`src/rtl/demux_pkg.sv`:
```
// rtl/demux_pkg.sv - shared destination codes and default word width for the operand demux/mux
package demux_pkg;
  localparam logic DEST_A = 1'b0;
  localparam logic DEST_B = 1'b1;
  // Default word width, shared with the 2:1 operand mux
  localparam int DEMUX_DATA_WIDTH = 8;
endpackage

```
`src/rtl/out_slot.sv`:
```
// rtl/out_slot.sv - one-entry output holding register with independent backpressure
module out_slot
  import demux_pkg::*;
#(
  parameter int DATA_WIDTH = DEMUX_DATA_WIDTH
) (
  input  logic                  clk,
  input  logic                  rst,
  input  logic                  load,
  input  logic [DATA_WIDTH-1:0] loadData,
  input  logic                  outReady,
  output logic [DATA_WIDTH-1:0] outData,
  output logic                  outValid,
  output logic                  canAccept
);

  assign canAccept = ~outValid | outReady;

  // A load wins over a drain so drain-and-refill keeps the slot full
  always_ff @(posedge clk or posedge rst) begin
    if (rst) begin
      outData  <= '0;
      outValid <= 1'b0;
    end else if (load) begin
      outData  <= loadData;
      outValid <= 1'b1;
    end else if (outReady) begin
      outValid <= 1'b0;
    end
  end

endmodule

```
`src/rtl/demux_1x2.sv`:
```
// rtl/demux_1x2.sv - registered 1-to-2 stream demux; DEMUX_ROUND_ROBIN_EN replaces sel with an A/B toggle
module demux_1x2
  import demux_pkg::*;
#(
  parameter int DATA_WIDTH = DEMUX_DATA_WIDTH
) (
  input  logic                  clk,
  input  logic                  rst,
  input  logic [DATA_WIDTH-1:0] inData,
  input  logic                  inValid,
  input  logic                  sel,
  output logic                  inReady,
  output logic [DATA_WIDTH-1:0] outData_A,
  output logic                  outValid_A,
  input  logic                  outReady_A,
  output logic [DATA_WIDTH-1:0] outData_B,
  output logic                  outValid_B,
  input  logic                  outReady_B
);

  logic dest;
  logic can_a;
  logic can_b;
  logic in_hs;
  logic load_a;
  logic load_b;

`ifdef DEMUX_ROUND_ROBIN_EN
  logic toggle;
  logic unused_sel;

  assign unused_sel = sel;
  assign dest       = toggle;

  always_ff @(posedge clk or posedge rst) begin
    if (rst) begin
      toggle <= DEST_A;
    end else if (in_hs) begin
      toggle <= ~toggle;
    end
  end
`else
  assign dest = sel;
`endif

  // Only the selected destination's slot gates the input
  assign inReady = (dest == DEST_B) ? can_b : can_a;
  assign in_hs   = inValid & inReady;
  assign load_a  = in_hs & (dest == DEST_A);
  assign load_b  = in_hs & (dest == DEST_B);

  out_slot #(.DATA_WIDTH(DATA_WIDTH)) u_slot_a (
    .clk       (clk),
    .rst       (rst),
    .load      (load_a),
    .loadData  (inData),
    .outReady  (outReady_A),
    .outData   (outData_A),
    .outValid  (outValid_A),
    .canAccept (can_a)
  );

  out_slot #(.DATA_WIDTH(DATA_WIDTH)) u_slot_b (
    .clk       (clk),
    .rst       (rst),
    .load      (load_b),
    .loadData  (inData),
    .outReady  (outReady_B),
    .outData   (outData_B),
    .outValid  (outValid_B),
    .canAccept (can_b)
  );

endmodule
```
`config.mk`:
```
export PLATFORM = sky130hd
export DESIGN_NAME = demux_1x2
export DESIGN_NICKNAME = d
export VERILOG_FILES = /design/src/rtl/demux_pkg.sv /design/src/rtl/out_slot.sv /design/src/rtl/demux_1x2.sv
export SDC_FILE = /design/constraint.sdc
export NUM_CORES = 1
export LEC_CHECK = 0
export CAP_MARGIN = 20
export CORE_UTILIZATION = 35
export DETAILED_ROUTE_END_ITERATION = 16
export GPL_TIMING_DRIVEN = 0
export PLACE_DENSITY_LB_ADDON = 0.15
export REMOVE_ABC_BUFFERS = 1
export SLEW_MARGIN = 20
export SYNTH_ARGS = -nofsm -noshare
export SYNTH_HDL_FRONTEND = slang
export SYNTH_HIERARCHICAL = 1
export SYNTH_SLANG_ARGS = --single-unit
```
`constraint.sdc`:
```
create_clock -name clk -period 2.95 [get_ports clk]
set_input_delay 0.59 -clock clk [delete_from_list [all_inputs] [get_ports clk]]
set_output_delay 0.59 -clock clk [all_outputs]
set_load 0.02 [all_outputs]
```
# Yosys cells after proc, flatten, opt, wreduce, memory -nomap -nowiden
# Cells that the tools add are included.
# totals
register_bits,18
latchBits,0
mem_bits_rw,0
romBits,0
in_bits,14
output_inout_bits,19
word_cells,19
mem_count,0
# op_classes
n_addsub,0
n_mul,0
div_mod_pow,0
order_cmp,0
eq_ne,0
shifts,0
n_mux,5
bitwise,8
n_reduce_logical,2
# op_table
operator,count
$mux W1,5
$reduce_bool A2 Y1,2
$and A1 B1 Y1,3
$not A1 Y1,3
$or A1 B1 Y1,2

# Depth between registers and ports, before layout
# logic_depth
ltp_word,6
ltp_mapped,4

# By module
# Netlist, hierarchy kept.
# modules_own_cells
mod,instances,cells_each,area_each_um2
out_slot,2,21,372.9
demux_1x2,1,3,32.5

# Worst setup path after synthesis
# No wires, ideal clock.
# synth_timing
path_type,in2out
start,input outReady_A
end,output inReady
t_arrival_ns,1.041
t_required_ns,2.360
path_slack_ns,1.319
path_stages,2
n_path_buf,0
path_cell_list,nand2b_1 mux2_4
# synth_between
elab_chain_len,2
# synth_lines
item,line,text
"start, declared",demux_1x2.sv:15,"input logic outReady_A,"
$or A1 B1 Y1,out_slot.sv:17,assign canAccept = ~outValid | outReady;
$mux W1,demux_1x2.sv:47,assign inReady = (dest == DEST_B) ? can_b : can_a;
"end, declared",demux_1x2.sv:12,"output logic inReady,"
# Every way passes these cells.

# Worst setup path in the final report
# layout_timing
start,input outReady_A
end,output inReady
# layout_between
elab_chain_len,2
# layout_lines
item,line,text
$or A1 B1 Y1,out_slot.sv:17,
named net can_a,demux_1x2.sv:22,logic can_a;
$mux W1,demux_1x2.sv:47,
# The timed path passes the listed nets, and every way through them passes these cells.

==> metrics.txt <==
status completed; CTS max path bufs 2; CTS-repair resized insts 0; total number of vias 471; antenna fix cells 0; initial drt markers 3; max-capacitance violation count 0; router iterations before antenna repair 2; GRT Residual Overflow 0; Cells after Synth 45; crit end category primary output; core area 2020 um2; Avg Vias per Cell 4.44; post-DR wirelength/cell 13.5 um; Reg2Reg Depth 3; crit-path max FO 3; Ys Warns 6; share of cells above drive strength 1 29.1%; worst-path cell chain clkdlybuf4s50_1 -> nand2b_1 -> mux2_4 -> clkdlybuf4s50_1; worst r2r src u_slot_b/outValid$_DFFE_PP0P_; CTS tree built; Initial Utilization 38.5%; H-tree depth 1; WHS Path Cells 1; Syn Area/Cell 17.3 um2; kind of critical path input pin to primary output; FF-to-FF setup slack 1.61 ns; Tightest Hold Check Type register to register; Port Buffer Count 32; vias in the first global route 544; placed insts 102; CP Data Arrival Time 1.97 ns; drt total wl 1430 um; commonest non-fill, non-tap cell in the layout clkdlybuf4s50_1; TritonCTS Buffers 3; Seq/Total Area, Yosys 57.9%; I/O Pins 33; fin util 56.7%; Final #Nets 94; die outline height 49.2 um; root buffer selected by CTS clkbuf_4; Worst path slowest cell clkdlybuf4s50_1; final non-filler cell total 106; Final GP Congestion 0.645; Setup TNS 0 ns; global-route wire length before repair 2530 um; Final Cycle Share 86.9%; RR Endpoint u_slot_b/outData[1]$_DFFE_PP0P_; crit path time final 2.56 ns; CP startpoint kind input pin; pwr dens 623 nW/um2; Slew headroom 74.8%; CTS Hold Bufs 0; Site Rows 16; final hold vios 0; fin. max-slew vios 0; Post-Route Skew 0.000438 ns; Worst path most repeated cell clkdlybuf4s50_1; DIE AREA 2420 um2; Fmax 390 MHz; Die X 49.2 um; initial antenna violation count 0; Global Route Usage Sum 14.2%; Filler cells 181; Tightest Pin Transition 0.378 ns; Post-CTS Setup Inserts 0; synth unique cells 7; synthesized area 778 um2; Area Overhead vs Synth 47.3%; CP peak stage delay 0.55 ns; leak pwr 0.519 nW; Final ANT Viol Nets 0; RSZ-0062 raised after global routing no; largest net degree at the start of global routing 11; Peak VDD IR 0.294 mV; CP required 2.36 ns; Hold Startpoint u_slot_b/outData[2]$_DFFE_PP0P_; Clock Pin Slew Worst Setup and Hold Paths 0.10 ns; DR DRC count 0; FF+latch count, synth 18; clock sinks 18; most frequent cells in the layout clkdlybuf4s50_1 (32), dfrtp_1 (18), mux2_4 (17), nand2b_1 (4), clkbuf_4 (3); Worst Hold End u_slot_b/outData[2]$_DFFE_PP0P_; clk_lat worst skew 0.28 ns; Final setup violation count 0
-- flip-flops by register name (all words and copies together) (netlist names) --
name,count
u_slot_a/outData,8
u_slot_a/outValid,1
u_slot_b/outData,8
u_slot_b/outValid,1
-- synth_stat cells --
cell type	n	share of area [%]
and3b_2	1	1.3
and3_2	1	0.96
mux2_4	17	33
buf_6	2	2.9
dfrtp_1	18	58
nand2b_1	4	3.2
inv_1	2	0.96
-- worst max path at each step --
stage | slack [ns] | end | start | cells after the start
floorplan | 1.32 | inReady | outReady_A | 2
global placement | 0.39 | inReady | outReady_A | 4
detailed placement | 0.39 | inReady | outReady_A | 4
CTS | 0.39 | inReady | outReady_A | 4
global route | 0.33 | inReady | outReady_A | 4
finish | 0.39 | inReady | outReady_A | 4
-- per-stage QoR --
stage	power, mW	cell area [um2]	setup slack [ns]	hold WS, ns
2_1_floorplan	0.451	756	1.32	0.418
3_3_place_gp	0.572	1110	0.387	0.496
3_5_place_dp	0.574	1110	0.392	0.496
4_1_cts	0.723	1150	0.388	0.524
5_1_grt	0.753	1150	0.325	0.540
6_report	0.714	1150	0.387	0.518
-- where the power goes --
| group | switching, mW | internal [mW] |
|---|---|---|
| Clock | 0.0711 | 0.0750 |
| Sequential | 0.0247 | 0.290 |
| Combinational | 0.104 | 0.150 |
| Total | 0.199 | 0.515 |
-- metal layers --
layer,routed length (um),global-route usage (%)
met5,0,0
met2,655,21.9
met1,709,19.7
met3,65,3.12
met4,0,4.41
-- cells by family after synthesis --
| logic type | after synthesis | share of synthesized area [%] |
|---|---|---|
| buffers and inverters | 4 | 3.86 |
| flip-flops | 18 | 57.9 |
| multiplexers | 17 | 32.8 |
| AND/OR/NAND/NOR | 6 | 5.47 |
-- area by class of cell --
class	instances	area [um2]	area share, %
inverter	2	7.51	0.655
clock buffer	4	36.3	3.17
tap	27	33.8	2.95
multi-input combinational	23	298	26.0
sequential	18	450	39.3
timing repair buffer	32	320	27.9
-- worst max-delay path: cells and delay by family --
kind | cells | cell delay, ns
AND/OR/NAND/NOR | 1 | 0.18
buffers and inverters | 2 | 0.93
multiplexers | 1 | 0.27
(Power assumes the default switching activity.)
